### config.mk
export PLATFORM = sky130hd
export DESIGN_NAME = vproc_mac_pipe
export DESIGN_NICKNAME = d
export VERILOG_FILES = /design/src/rtl/vproc_mac_pipe.sv
export SDC_FILE = /design/constraint.sdc
export NUM_CORES = 1
export LEC_CHECK = 0
export CORE_AREA = 2 2 231 233
export DETAILED_ROUTE_END_ITERATION = 16
export DIE_AREA = 0 0 233 235
export PLACE_DENSITY_LB_ADDON = 0.2
export SYNTH_ARGS = -nofsm -noshare
export SYNTH_HDL_FRONTEND = slang
export SYNTH_SLANG_ARGS = --single-unit
export TNS_END_PERCENT = 1
### constraint.sdc
create_clock -name clk_i -period 3.62 [get_ports clk_i]
set_input_delay 0.543 -clock clk_i [delete_from_list [all_inputs] [get_ports clk_i]]
set_output_delay 0.543 -clock clk_i [all_outputs]
set_load 0.02 [all_outputs]
### src/rtl/vproc_mac_pipe.sv
// Pipelined multiply-accumulate (zero / acc_i / running acc, add or sub); VPROC_MAC_SAT_EN enables signed clamping.
// Latency STAGES cycles (1..3), one op per cycle.
// Global stall: every stage and acc_q hold while out_valid_o && !out_ready_i; in_ready_o mirrors that.
module vproc_mac_pipe #(
    parameter int unsigned  OP_W   = 16,
    parameter int unsigned  STAGES = 2,
    localparam int unsigned RES_W  = 2*OP_W+1
) (
    input  logic             clk_i,
    input  logic             async_rst_ni,
    input  logic             flush_i,
    input  logic             in_valid_i,
    output logic             in_ready_o,
    input  logic [OP_W-1:0]  op1_i,
    input  logic [OP_W-1:0]  op2_i,
    input  logic             op1_signed_i,
    input  logic             op2_signed_i,
    input  logic [RES_W-1:0] acc_i,
    input  logic [1:0]       acc_mode_i,
    input  logic             acc_sub_i,
    output logic             out_valid_o,
    input  logic             out_ready_i,
    output logic [RES_W-1:0] res_o,
    output logic             sat_o
);

    typedef struct packed {
        logic             vld;
        logic [OP_W:0]    op1;
        logic [OP_W:0]    op2;
        logic [RES_W-1:0] acc;
        logic [1:0]       mode;
        logic             sub;
    } stg_a_t;

    typedef struct packed {
        logic             vld;
        logic [RES_W-1:0] prod;
        logic [RES_W-1:0] acc;
        logic [1:0]       mode;
        logic             sub;
    } stg_b_t;

    logic             advance;
    stg_a_t           a_d, a_s;
    stg_b_t           b_d, b_s;
    logic [RES_W-1:0] op1_x, op2_x;
    logic [RES_W-1:0] acc_sel, res_c;
    logic             sat_c;
    logic             out_valid_d, out_valid_q;
    logic [RES_W-1:0] res_d, res_q;
    logic             sat_d, sat_q;
    logic [RES_W-1:0] acc_d, acc_q;

    assign advance    = !out_valid_q || out_ready_i;
    assign in_ready_o = advance;

    always_comb begin
        a_d      = '0;
        a_d.vld  = in_valid_i;
        a_d.op1  = {op1_signed_i & op1_i[OP_W-1], op1_i};
        a_d.op2  = {op2_signed_i & op2_i[OP_W-1], op2_i};
        a_d.acc  = acc_i;
        a_d.mode = acc_mode_i;
        a_d.sub  = acc_sub_i;
    end

    if (STAGES == 3) begin : g_stage_a
        stg_a_t a_q;
        always_ff @(posedge clk_i or negedge async_rst_ni) begin
            if (!async_rst_ni) begin
                a_q <= '0;
            end else if (flush_i) begin
                a_q.vld <= 1'b0;
            end else if (advance) begin
                a_q <= a_d;
            end
        end
        assign a_s = a_q;
    end else begin : g_no_stage_a
        assign a_s = a_d;
    end

    // Product of the sign-extended operands fits in RES_W bits, so a
    // RES_W-wide modular multiply yields the exact signed product.
    always_comb begin
        op1_x    = {{(RES_W-OP_W-1){a_s.op1[OP_W]}}, a_s.op1};
        op2_x    = {{(RES_W-OP_W-1){a_s.op2[OP_W]}}, a_s.op2};
        b_d      = '0;
        b_d.vld  = a_s.vld;
        b_d.prod = op1_x * op2_x;
        b_d.acc  = a_s.acc;
        b_d.mode = a_s.mode;
        b_d.sub  = a_s.sub;
    end

    if (STAGES >= 2) begin : g_stage_b
        stg_b_t b_q;
        always_ff @(posedge clk_i or negedge async_rst_ni) begin
            if (!async_rst_ni) begin
                b_q <= '0;
            end else if (flush_i) begin
                b_q.vld <= 1'b0;
            end else if (advance) begin
                b_q <= b_d;
            end
        end
        assign b_s = b_q;
    end else begin : g_no_stage_b
        assign b_s = b_d;
    end

`ifdef VPROC_MAC_SAT_EN
    logic [RES_W:0] sum_x;
`endif

    always_comb begin
        case (b_s.mode)
            2'b01:   acc_sel = b_s.acc;
            2'b10:   acc_sel = acc_q;
            default: acc_sel = '0;
        endcase
`ifdef VPROC_MAC_SAT_EN
        sum_x = b_s.sub ? ({acc_sel[RES_W-1], acc_sel} - {b_s.prod[RES_W-1], b_s.prod})
                        : ({acc_sel[RES_W-1], acc_sel} + {b_s.prod[RES_W-1], b_s.prod});
        sat_c = sum_x[RES_W] != sum_x[RES_W-1];
        if (sat_c) begin
            res_c = sum_x[RES_W] ? {1'b1, {(RES_W-1){1'b0}}} : {1'b0, {(RES_W-1){1'b1}}};
        end else begin
            res_c = sum_x[RES_W-1:0];
        end
`else
        sat_c = 1'b0;
        res_c = b_s.sub ? (acc_sel - b_s.prod) : (acc_sel + b_s.prod);
`endif
    end

    // acc_q follows every result written, so mode 10 always chains off the previous op.
    always_comb begin
        out_valid_d = out_valid_q;
        res_d       = res_q;
        sat_d       = sat_q;
        acc_d       = acc_q;
        if (flush_i) begin
            out_valid_d = 1'b0;
            acc_d       = '0;
        end else if (advance) begin
            out_valid_d = b_s.vld;
            if (b_s.vld) begin
                res_d = res_c;
                sat_d = sat_c;
                acc_d = res_c;
            end
        end
    end

    always_ff @(posedge clk_i or negedge async_rst_ni) begin
        if (!async_rst_ni) begin
            out_valid_q <= 1'b0;
            res_q       <= '0;
            sat_q       <= 1'b0;
            acc_q       <= '0;
        end else begin
            out_valid_q <= out_valid_d;
            res_q       <= res_d;
            sat_q       <= sat_d;
            acc_q       <= acc_d;
        end
    end

    assign out_valid_o = out_valid_q;
    assign res_o       = res_q;
    assign sat_o       = sat_q;

endmodule

# Word level (Yosys, flattened, before mapping)
# Cells that the tools add are included.
dict set report op_classes {
  muxes 9
  bitwise_logic 3
  add_sub_neg 2
  eq_ne 2
  multipliers 1
  reduce_logical 7
}
# cell count
set ops {}
lappend ops {{two-way mux 33 bit} 4}
lappend ops {{two-way mux 70 bit} 1}
lappend ops {{one-hot mux 33 bit (2 select lines)} 1}
lappend ops {{adder 33 bit} 1}
lappend ops {{multiplier 17 x 17 -> 33 bit} 1}
lappend ops {{subtractor 33 bit} 1}
lappend ops {{AND reduction 2 bit} 2}
lappend ops {{nonzero test 2 bit} 2}
lappend ops {{two-way mux 1 bit} 3}
lappend ops {{AND reduction 3 bit} 1}
lappend ops {{bitwise AND 1 bit} 2}
lappend ops {{== test 2 x 1 -> 1 bit (second input constant)} 1}
lappend ops {{== test 2 bit (second input constant)} 1}
lappend ops {{zero test 1 bit} 1}
lappend ops {{logical OR 1 bit} 1}
lappend ops {{NOT 1 bit} 1}
dict set report word_totals {
  input_bits 75
  wordCells 32
  out_inout_bits 36
  regBits 137
}

# Depth between registers and ports, before layout
# Gate-level depths: netlist of the first run.
dict set report logic_depth {
  ltp_word 7
  ltp_mapped 26
  mapped_depth_nobuf 25
}

# Worst setup path before layout of the first run
# Ideal clock, no wire load.
dict set report synth_path {
  kind {input -> register}
  start {input port op1_signed_i}
  end {register g_stage_b.b_q (netlist bit b_s[67])}
  required_ns 3.485
  setup_time_ns 0.135
  path_buffers 1
  slack_ns -2.602
  arrival_time_ns 6.087
  stages 21
  path_cell_list {and2_1 -> clkbuf_1 -> nand2_1 -> inv_1 -> fa_1 -> inv_1 -> fa_1 -> inv_1 -> fa_1 -> fa_1 -> fa_1 -> fa_1 -> ha_1 -> and4_1 -> and2_1 -> a22oi_1 -> a21oi_1 -> a211o_1 -> a21oi_1 -> xor2_1 -> o21ai_0}
}
dict set report synth_between {
  elab_chain_len 2
}
# item line
set synth_rtl {}
lappend synth_rtl {{start: declaration} 16} ;# input logic op1_signed_i,
lappend synth_rtl {{bitwise AND 1 bit} 61} ;# a_d.op1 = {op1_signed_i & op1_i[OP_W-1], op1_i};
lappend synth_rtl {{multiplier 17 x 17 -> 33 bit} 91} ;# b_d.prod = op1_x * op2_x;
lappend synth_rtl {{end: declaration} 98} ;# stg_b_t b_q;
# No other way between the ends.
# A chain may end at the register's enable or synchronous reset.

# Final worst setup path of the first run
dict set report layout_path {
  start {input port op1_i[9]}
  end {register g_stage_b.b_q (netlist bit b_s[67])}
}
dict set report layout_between {
  elab_chain_len 1
}
# item line
set layout_rtl {}
lappend layout_rtl {{start: declaration} 14} ;# input logic [OP_W-1:0] op1_i,
lappend layout_rtl {{multiplier 17 x 17 -> 33 bit} 91}
# No other way between the ends.

==> impl_metrics.py, run 1 <==
metrics = {
    "timing": {
        "finalSetupViolations": 46,
        "finalHoldViolCount": 0,
        "fin_crit_ns": 5.736,
        "worst_slack_ns": -2.116,
        "rsz0062_at_grt": "yes",
        "max_slew_margin": 0.4328,
        "final_max_slew_viol_count": 0,
        "fin_worst_skew_ns": 0.01012,
        "fmax_mhz": 174.4,
        "fin_crit_sh": 1.584,
        "max_slew.worst_pin.slew_ns": 0.8507,
    },
    "floorplanning": {
        "row_count": 84,
        "die_h_um": 235,
        "core_area_sq_um": 52240,
        "io_pins": 111,
        "initial_core_util": 0.3482,
        "die_w_um": 233,
        "die-area_sq_um": 54760,
    },
    "pwr": {
        "switching_share": 0.4445,
        "power_density_nw_per_um2": 1172,
        "netSwitchingPower_mw": 12.65,
        "pwr-share-clk": 0.056,
        "p_leak_nw": 12.32,
        "internal_power_mw": 15.80,
        "comb_power_share": 0.860,
        "seqPwrFrac": 0.084,
        "vdd_ir_drop_max_mv": 1.226,
    },
    "global_routing": {
        "antenna_found_initial": 0,
        "grt_remaining_overflow": 0,
        "track_usage": 0.1864,
        "grt_pass1_wl_um": 83120,
        "grt_pass1_vias": 16380,
        "grt_start_max_net_pins": 91,
    },
    "synth": {
        "synth_area_sq_um": 18190,
        "synth-seq-area-share": 0.1885,
        "postSynth.asyncResetShare": 1.000,
        "synthFlopType": "dfrtp_1",
        "synth_edf_count": 0,
        "yosys.cell_types.count": 68,
        "synth_area_per_cell_sq_um": 8.996,
        "yosys.area.top_type_share": 0.3203,
        "synth_warnings": 0,
        "yosysTopAreaCell": "fa_1",
        "syn-instance-count": 2022,
        "syn_nets": 2506,
        "synthTopCellsByArea": "fa_1 32%, dfrtp_1 19%, ha_1 8.1%, nand2_1 8.1%, inv_1 6.3%",
        "ys_ff_latch": 137,
    },
    "setup_path": {
        "cp_data_required_time_ns": 3.92,
        "r2r_cells": 17,
        "cp-startpoint": "op1_i[9]",
        "r2r_end": "acc_q[32]",
        "critPathLaunchType": "primary input",
        "end_kind": "flip-flop",
        "endpoint": "b_s[67]",
        "critical_path.max_fanout": 7,
        "cp_data_arrival_time_ns": 6.03,
        "path_class": "in2reg",
        "reg2reg_setup_slack_ns": -0.26,
        "timing.rr.start": "b_s[46]",
    },
    "final_layout": {
        "fillers": 5029,
        "finalNonFillerCells": 3142,
        "antenna_cells": 0,
        "drive_above_1_share": 0.2555,
        "nets": 2926,
        "syn_to_final_growth_pct": 33.42,
    },
    "clock_network": {
        "ctsLongestPathBuffers": 2,
        "cts_inserted_buffers": 17,
        "cts_max_level": 4,
        "clk_pin_slew_worst_paths_ns": 0.06,
        "cts_tree": "built",
        "clockRootBuffer": "clkbuf_16",
        "clock_latency_ns": 0.44,
        "cts_num_sinks": 137,
        "cts_hold_buf": 0,
    },
    "routing": {
        "ant_nets": 0,
        "dr.first_iter.drc_count": 741,
        "routed_via_density": 4.712,
        "drt-total-wl_um": 48650,
        "firstDrtPassIters": 5,
        "via_count": 14800,
        "drc": 0,
        "wl_per_cell_um": 15.48,
    },
    "placement": {
        "dp_slack_ns": -2.990,
        "dpl.hpwl_um": 39870,
        "io_buffers": 109,
        "finalWeightedCongestion": 0.8647,
        "place_inst": 3050,
    },
    "status": {
        "outcome": "finished, violations left",
        "violations": "setup timing",
    },
    "run": {
        "drv_cap": 0,
    },
    "min_path": {
        "hold_class": "in2async",
    },
}
-- worst max-delay path, stage by stage --
cell and delay [ns]:
buf_4 0.11, buf_6 0.13, buf_4 0.11, buf_6 0.11
nand2_1 0.07, fa_1 0.54, inv_1 0.05, fa_1 0.47
fa_1 0.55, fa_1 0.52, fa_1 0.51, inv_1 0.05
fa_1 0.51, inv_2 0.05, ha_4 0.23, a21o_1 0.19
a21o_1 0.16, a21o_1 0.17, nor3_2 0.19, a21oi_2 0.09
a211o_1 0.28, a21oi_2 0.15, xor2_1 0.15, o21ai_1 0.07
-- per-stage QoR --
| stage | hold slack (ns) | area (sq um) | utilization | TNS (ns) | total power [mW] |
|---|---|---|---|---|---|
| final | 0.1812 | 24270 | 0.4646 | -45.94 | 28.45 |
| after CTS | 0.2071 | 23940 | 0.4583 | -48.66 | 28.28 |
| after global routing | 0.2511 | 24270 | 0.4646 | -57.93 | 31.65 |
| after global placement | 0.4598 | 22520 | 0.4311 | -73.55 | 23.81 |
| after floorplan | 0.2474 | 18440 | - | -43.82 | 16.32 |
| after detailed placement | 0.4645 | 22520 | 0.4311 | -74.45 | 24.16 |
-- metal layers --
metal,vias to the layer above,GRT usage,part of all wire
met2,254,0.3200,0.48
met1,7345,0.2558,0.47
li1,7168,-,-
met4,0,0.03880,0.013
met5,-,0,0
met3,37,0.01675,0.031
-- Yosys cell counts (all sizes together), types with 3 or more instances --
cell type	count
ha	118
dfrtp	137
nor2b	6
o21ai	70
a22oi	34
nand3	9
o21bai	6
nor4	4
nor2	93
nand2	393
nand2b	12
clkbuf	72
inv	306
a21oi	48
a211oi	10
fa	291
o31ai	10
xnor2	68
mux2	5
o31a	4
buf	8
and2	124
nand4	3
a31oi	8
nor3	19
a21o	48
and3	12
a22o	9
o21a	17
nor3b	8
or3	9
xor2	24
or2	8
-- layout by cell type (no fill, tap or decap), types with 19 or more instances in the layout --
master,instances
fa_2,23
dfrtp_1,137
clkdlybuf4s50_1,76
ha_1,104
and2_1,115
inv_1,277
buf_12,19
buf_4,319
nand2_1,365
xnor2_1,64
a21oi_1,30
a22oi_1,33
nor2_1,86
o21ai_0,57
fa_1,268
buf_6,39
xor2_1,23
inv_2,27
a21o_1,48
-- state kept, by name, indices dropped and copies added, names as in the netlist --
register	cells
acc_q	33
res_o	33
out_valid_o	1
b_s	70
-- cells by family (layout without fill, tap and decap cells) --
group                      count (synthesis)  count (layout)  synth area share
AOI/OAI and AO/OA                        285             285            0.1039
xor gates and xnor gates                  92              92           0.04471
adders and majority gates                409             409            0.4014
buffers and inverters                    386             818           0.08055
DFF                                      137             137            0.1885
muxes                                      6               6          0.003645
other                                      1               1         0.0002062
and+or+nand+nor                          706             706            0.1771
-- power by group through the flow --
stage | clock network, mW | registers [mW] | logic (mW)
6_report | 1.59 | 2.40 | 24.5
5_1_grt | 1.69 | 2.46 | 27.5
4_1_cts | 1.62 | 2.40 | 24.3
3_5_place_dp | 0 | 2.42 | 21.7
3_3_place_gp | 0 | 2.41 | 21.4
2_1_floorplan | 0 | 2.61 | 13.7
-- what timing repair did --
action	4_1_cts	5_1_grt
pin swaps	96	58
endpoints found under the setup margin	59	66
setup buffers	46	12
hold endpoints to repair	0	0
gates cloned	5	0
gates resized for setup	240	101
-- how the worst min path moves through the flow --
stage	startpoint	end	cells past startpoint
2_1_floorplan	async_rst_ni	acc_q[0]	0
4_1_cts	async_rst_ni	b_s[4]	1
3_5_place_dp	acc_q[6]	acc_q[6]	2
6_report	async_rst_ni	b_s[4]	1
3_3_place_gp	acc_q[15]	acc_q[15]	1
5_1_grt	async_rst_ni	b_s[4]	1
-- cell type report --
class / count / area, sq um / area share
Clock buffer: 19 / 452.9 / 0.01866
Clock inverter: 12 / 76.32 / 0.003145
Inverter: 306 / 1154 / 0.04753
Multi-Input combinational cell: 1499 / 14040 / 0.5786
Sequential cell: 137 / 3428 / 0.1413
Tap cell: 688 / 860.8 / 0.03547
Timing Repair Buffer: 481 / 4255 / 0.1753
Note: power is estimated with default switching activity, not from simulation.
==> run 2, diff against run 1 <==
--- a/config.mk
+++ b/config.mk
@@ -5,9 +5,10 @@
 export SDC_FILE = /design/constraint.sdc
 export NUM_CORES = 1
 export LEC_CHECK = 0
-export CORE_AREA = 2 2 231 233
+export ABC_AREA = 1
+export CORE_AREA = 2 2 241 243
 export DETAILED_ROUTE_END_ITERATION = 16
-export DIE_AREA = 0 0 233 235
+export DIE_AREA = 0 0 243 245
 export PLACE_DENSITY_LB_ADDON = 0.2
 export SYNTH_ARGS = -nofsm -noshare
 export SYNTH_HDL_FRONTEND = slang
==> run 2 against run 1 <==
The run still ends with setup timing left. Synthesized cell count grew 32%. Cell count up 20%. Die area increased by 8.7%.
==> impl_metrics.py, run 2 <==
metrics = {
    "timing": {
        "fin_worst_skew_ns": 0.01332,
        "holdWs_ns": 0.05632,
        "fin_crit_ns": 5.430,
        "max_slew.worst_pin.slew_ns": 0.7356,
        "rsz0062_at_grt": "yes",
        "setup_tns_ns": -41.09,
        "fin_crit_sh": 1.500,
        "worst_slack_ns": -1.810,
        "max_slew_margin": 0.5096,
        "fmax_mhz": 184.2,
        "finalHoldViolCount": 0,
        "finalSetupViolations": 28,
        "final_max_slew_viol_count": 0,
    },
    "floorplanning": {
        "die_h_um": 245,
        "die_w_um": 243,
        "die-area_sq_um": 59540,
        "row_count": 88,
        "io_pins": 111,
        "initial_core_util": 0.3463,
        "core_area_sq_um": 57030,
    },
    "final_layout": {
        "fin_area_sq_um": 25840,
        "syn_to_final_growth_pct": 30.81,
        "drive_above_1_share": 0.1920,
        "largest_reg_flops": 70,
        "layout_commonest_cell": "nand2_1",
        "mostFrequentLayoutCells": "813 x nand2_1, 548 x inv_1, 282 x fa_1",
        "antenna_cells": 0,
        "nets": 3486,
        "post-route-util": 0.4531,
    },
    "global_routing": {
        "busiest_layer": "met2",
        "grt_use_met1": 0.2860,
        "grt_pass1_wl_um": 98240,
        "met2_usage": 0.3510,
        "grt_pass1_vias": 18710,
        "grt_remaining_overflow": 0,
        "antenna_found_initial": 0,
        "track_usage": 0.2072,
        "grt_start_max_net_pins": 56,
        "met3_usage": 0.02493,
    },
    "synth": {
        "yosys.cell_types.count": 46,
        "syn_nets": 3161,
        "synth_area_per_cell_sq_um": 7.379,
        "synth_common_cells": "849 x nand2_1, 574 x inv_1, 291 x fa_1, 137 x dfrtp_1, 125 x nor2_1",
        "yosys.area.top_type_share": 0.2949,
        "synthTopCellsByArea": "fa_1 29%, dfrtp_1 17%, nand2_1 16%, inv_1 11%, ha_1 7.5%",
        "synth_warnings": 0,
        "ys_ff_latch": 137,
        "synth_area_sq_um": 19750,
        "yosysTopAreaCell": "fa_1",
        "syn-instance-count": 2677,
        "synth-seq-area-share": 0.1735,
        "synth_edf_count": 0,
        "yosysMostFrequentCell": "nand2_1",
        "postSynth.asyncResetShare": 1.000,
        "synthFlopType": "dfrtp_1",
    },
    "setup_path": {
        "end_kind": "flip-flop",
        "crit_chain": "clkdlybuf4s15_1, bufbuf_16, nand2_1, fa_1, inv_1, fa_1, fa_1, fa_1, fa_1, fa_1, ha_4, buf_6, nand2_4, buf_6, nor3_4, nand4_1, nand3_1, nand2_1, nand3_2, o21ai_1",
        "r2r_cells": 18,
        "critical_path.max_fanout": 7,
        "critPathMaxStageDelay_ns": 0.57,
        "cp_data_arrival_time_ns": 5.73,
        "path_class": "in2reg",
        "r2r_end": "res_o[32]",
        "timing.rr.start": "b_s[36]",
        "crit_path_frequent_cell": "fa_1",
        "critPathLaunchType": "primary input",
        "cp_slowest_cell": "fa_1",
        "reg2reg_setup_slack_ns": 0.17,
        "cp_data_required_time_ns": 3.92,
    },
    "clock_network": {
        "cts_max_level": 4,
        "clockRootBuffer": "clkbuf_16",
        "clock_latency_ns": 0.44,
        "ctsLongestPathBuffers": 2,
        "cts_inserted_buffers": 17,
        "clk_pin_slew_worst_paths_ns": 0.06,
        "cts_tree": "built",
        "cts_num_sinks": 137,
    },
    "run": {
        "drv_cap": 0,
    },
    "routing": {
        "firstDrtPassIters": 5,
        "dr.first_iter.drc_count": 980,
        "routed_via_density": 4.700,
        "wl_per_cell_um": 15.79,
        "ant_nets": 0,
        "via_count": 17770,
        "drt-total-wl_um": 59690,
        "drc": 0,
    },
    "placement": {
        "dpl.hpwl_um": 48760,
        "finalWeightedCongestion": 0.8874,
        "placed_area_sq_um": 23530,
        "io_buffers": 109,
    },
    "status": {
        "outcome": "finished, violations left",
        "violations": "setup timing",
    },
    "min_path": {
        "hold_class": "in2async",
    },
}
[run 2: worst max path at each step]
| stage | start | end | slack [ns] | cells after the start |
|---|---|---|---|---|
| CTS | op1_i[15] | b_s[68] | -1.76 | 28 |
| finish | op2_i[10] | b_s[61] | -1.81 | 20 |
| detailed placement | op1_i[15] | b_s[61] | -2.93 | 21 |
| floorplan | op1_i[15] | b_s[67] | -1.74 | 23 |
| global route | op2_i[2] | b_s[62] | -1.99 | 23 |
| global placement | op1_i[15] | b_s[61] | -2.93 | 21 |
[run 2: area by class of cell]
class                   count  area, sq um
repair inverters            1        8.758
well taps                 765        957.2
repair buffers            407         3886
fillers                  5803        31190
clock inverters            13        168.9
inverters                 581         2201
clock buffers              19        442.9
multi-input cells        1857        14750
flip-flops and latches    137         3428
[run 2: per-stage QoR]
stage / worst slack, ns / std cells
finish: -1.810 / 3780
CTS: -1.763 / 3769
global placement: -2.925 / 3672
detailed placement: -2.930 / 3672
global route: -1.990 / 3780
floorplan: -1.736 / 2677
[run 2: what timing repair did]
action / 4_1_cts / 5_1_grt
pin swaps: 100 / 55
hold buffers: 0 / 0
setup buffers: 59 / 10
setup endpoints to repair: 31 / 57
cloned: 6 / 2
gates resized for setup: 242 / 91
[run 2: worst max-delay path, delay by kind of cell]
family          cells  cell delay (ns)
simple gates        7             0.84
compound gates      1             0.08
fa+ha+maj           7             3.39
buf+inv             5             0.86
[run 2: metal layers]
| metal | vias to the layer above | wire [um] |
|---|---|---|
| li1 | 8628 | - |
| met1 | 8682 | 27930 |
| met2 | 385 | 28350 |
| met3 | 71 | 2425 |
| met4 | 0 | 980 |
| met5 | - | 0 |
[run 2: kinds of logic (layout without fill, tap and decap cells)]
family,count (synthesis),after routing,synth area share
compound gates,246,246,0.06606
xor+xnor,51,51,0.02261
fa+ha+maj,409,409,0.3696
buf+inv,683,1021,0.1314
flops,137,137,0.1735
other cells,1,1,0.0001898
simple gates,1150,1150,0.2365
Power of run 2 is left out: the tool's default activity adds up to more than one toggle a clock period on the data nets, which glitch-free logic cannot reach.
==> run 3, diff against run 2 <==
==> constraint.sdc (replaced) <==
create_clock -name clk_i -period 3.62 [get_ports clk_i]
set_input_delay 0.362 -clock clk_i [delete_from_list [all_inputs] [get_ports clk_i]]
set_output_delay 0.362 -clock clk_i [all_outputs]
set_load 0.02 [all_outputs]
==> run 3 against run 2 <==
The run still ends with setup timing left. Via count is 0.57% lower. Non-clock buffer count is 7 higher. Global-route usage is 0.35 points higher. Hold slack better by 0.39 ns. Wire length is 1.3% higher. Cell count is 0.19% higher. Sequential share of layout area is 0.071 points lower. Design area is 0.54% higher. Core utilization is 0.24 points higher. Critical endpoint is now b_s[68].
==> impl_metrics.py, run 3 (synthesis gave the netlist of run 2 again) <==
metrics = {
    "clock_network": {
        "cts_num_sinks": 137,
        "clockRootBuffer": "clkbuf_16",
        "clock_latency_ns": 0.44,
        "cts_max_level": 4,
        "cts_inserted_buffers": 17,
        "ctsLongestPathBuffers": 2,
        "cts_tree": "built",
        "clk_pin_slew_worst_paths_ns": 0.06,
    },
    "global_routing": {
        "grt_start_max_net_pins": 60,
        "grt_pass1_wl_um": 99680,
        "grt_pass1_vias": 18620,
        "antenna_found_initial": 0,
        "grt_remaining_overflow": 0,
        "track_usage": 0.2107,
    },
    "setup_path": {
        "r2r_end": "res_o[28]",
        "critical_path.max_fanout": 6,
        "cp_data_arrival_time_ns": 5.52,
        "endpoint": "b_s[68]",
        "r2r_cells": 20,
        "path_class": "in2reg",
        "cp_data_required_time_ns": 3.95,
        "end_kind": "flip-flop",
        "critPathLaunchType": "primary input",
        "cp-startpoint": "op2_i[3]",
        "reg2reg_setup_slack_ns": 0.10,
        "timing.rr.start": "b_s[36]",
    },
    "floorplanning": {
        "die-area_sq_um": 59540,
        "row_count": 88,
        "io_pins": 111,
        "die_h_um": 245,
        "die_w_um": 243,
        "initial_core_util": 0.3463,
        "core_area_sq_um": 57030,
    },
    "final_layout": {
        "largest_reg_flops": 70,
        "fillers": 5734,
        "layout_commonest_cell": "nand2_1",
        "post-route-util": 0.4555,
        "nets": 3493,
        "mostFrequentLayoutCells": "803 x nand2_1, 534 x inv_1, 280 x fa_1",
        "seq_area_sq_um": 3428,
        "syn_to_final_growth_pct": 31.51,
        "multi_input_area_sq_um": 14780,
        "drive_above_1_share": 0.2065,
        "antenna_cells": 0,
    },
    "status": {
        "outcome": "finished, violations left",
        "violations": "setup timing",
    },
    "timing": {
        "finalHoldViolCount": 0,
        "fin_crit_ns": 5.186,
        "final_max_slew_viol_count": 0,
        "fmax_mhz": 192.8,
        "rsz0062_at_grt": "yes",
        "max_slew_margin": 0.5860,
        "fin_worst_skew_ns": 0.01244,
        "max_slew.worst_pin.slew_ns": 0.6195,
        "finalSetupViolations": 27,
        "fin_crit_sh": 1.432,
        "worst_slack_ns": -1.566,
    },
    "placement": {
        "dpl.hpwl_um": 48880,
        "io_buffers": 109,
        "finalWeightedCongestion": 0.8950,
    },
    "routing": {
        "routed_via_density": 4.665,
        "wl_per_cell_um": 15.97,
        "ant_nets": 0,
        "firstDrtPassIters": 5,
        "dr.first_iter.drc_count": 951,
        "via_count": 17670,
        "drt-total-wl_um": 60480,
        "drc": 0,
    },
    "run": {
        "drv_cap": 0,
    },
    "min_path": {
        "hold_class": "in2async",
    },
}
run 3: cell count changes in the layout (fill, tap and decap cells not counted), moves of 4 or more:
cell,before,now
inv_1,548,534
inv_2,29,43
nand2_2,33,45
nand2_1,813,803
buf_6,31,40
nor2_2,20,27
clkdlybuf4s15_2,7,1
clkbuf_2,6,11
nand2_4,12,7
o21ai_1,25,20
o21ai_2,4,9
bufbuf_16,3,7
dlygate4sd2_1,10,6
nor2_1,98,94
run 3: area by class of cell:
type                       instances  share of cell area
timing repair buffer             414              0.1540
clock inverter                    13            0.006502
tap                              765             0.03684
multi-input combinational       1857              0.5690
sequential                       137              0.1320
timing repair inverter             1           0.0002408
inverter                         581             0.08481
clock buffer                      19             0.01666
run 3: how the worst min path moves through the flow:
stage,from,cells past startpoint,to
floorplan,async_rst_ni,0,acc_q[0]
global route,acc_i[19],3,b_s[22]
finish,async_rst_ni,2,b_s[2]
detailed placement,async_rst_ni,1,b_s[2]
CTS,acc_i[24],3,b_s[27]
global placement,async_rst_ni,1,b_s[2]
run 3: timing repair:
action                     in CTS  in global routing
setup buffers                  49                 32
resized for setup             232                174
pin swaps                      94                 95
hold buffers                    1                  0
hold endpoints to repair       57                  0
cloned                          9                  0
setup endpoints to repair      30                 60
run 3: critical path: stages:
cell	delay, ns
buf_6	0.10
buf_8	0.13
buf_6	0.12
nand2_4	0.05
inv_2	0.04
fa_2	0.61
inv_4	0.06
fa_2	0.62
inv_4	0.06
buf_4	0.13
fa_1	0.46
fa_1	0.57
fa_1	0.43
fa_1	0.49
ha_4	0.29
buf_4	0.12
nand2_2	0.08
nor2_4	0.10
inv_2	0.06
nor3_4	0.21
nand3_2	0.09
nand2_2	0.12
nand3_2	0.07
nand3_1	0.07
nand2_1	0.05
run 3: through the flow:
| step | setup TNS (ns) | instance area (sq um) | hold WS (ns) | instances | setup WS, ns |
|---|---|---|---|---|---|
| after CTS | -36.22 | 25350 | 0.4504 | 3756 | -1.593 |
| after global routing | -40.51 | 25980 | 0.4600 | 3787 | -1.740 |
| final | -34.39 | 25980 | 0.4499 | 3787 | -1.566 |
| after floorplan | -34.81 | 20080 | 0.06641 | 2677 | -1.555 |
| after global placement | -59.68 | 23470 | 0.3619 | 3665 | -2.689 |
| after detailed placement | -59.72 | 23470 | 0.3654 | 3665 | -2.607 |
run 3: per-layer routing:
metal / track usage / wire (um) / vias up
met5: 0 / 0 / -
met4: 0.04349 / 1042 / 0
met3: 0.02854 / 2533 / 65
met2: 0.3558 / 28680 / 360
met1: 0.2891 / 28220 / 8620
li1: - / - / 8620
Power of run 3 is left out for the same reason.
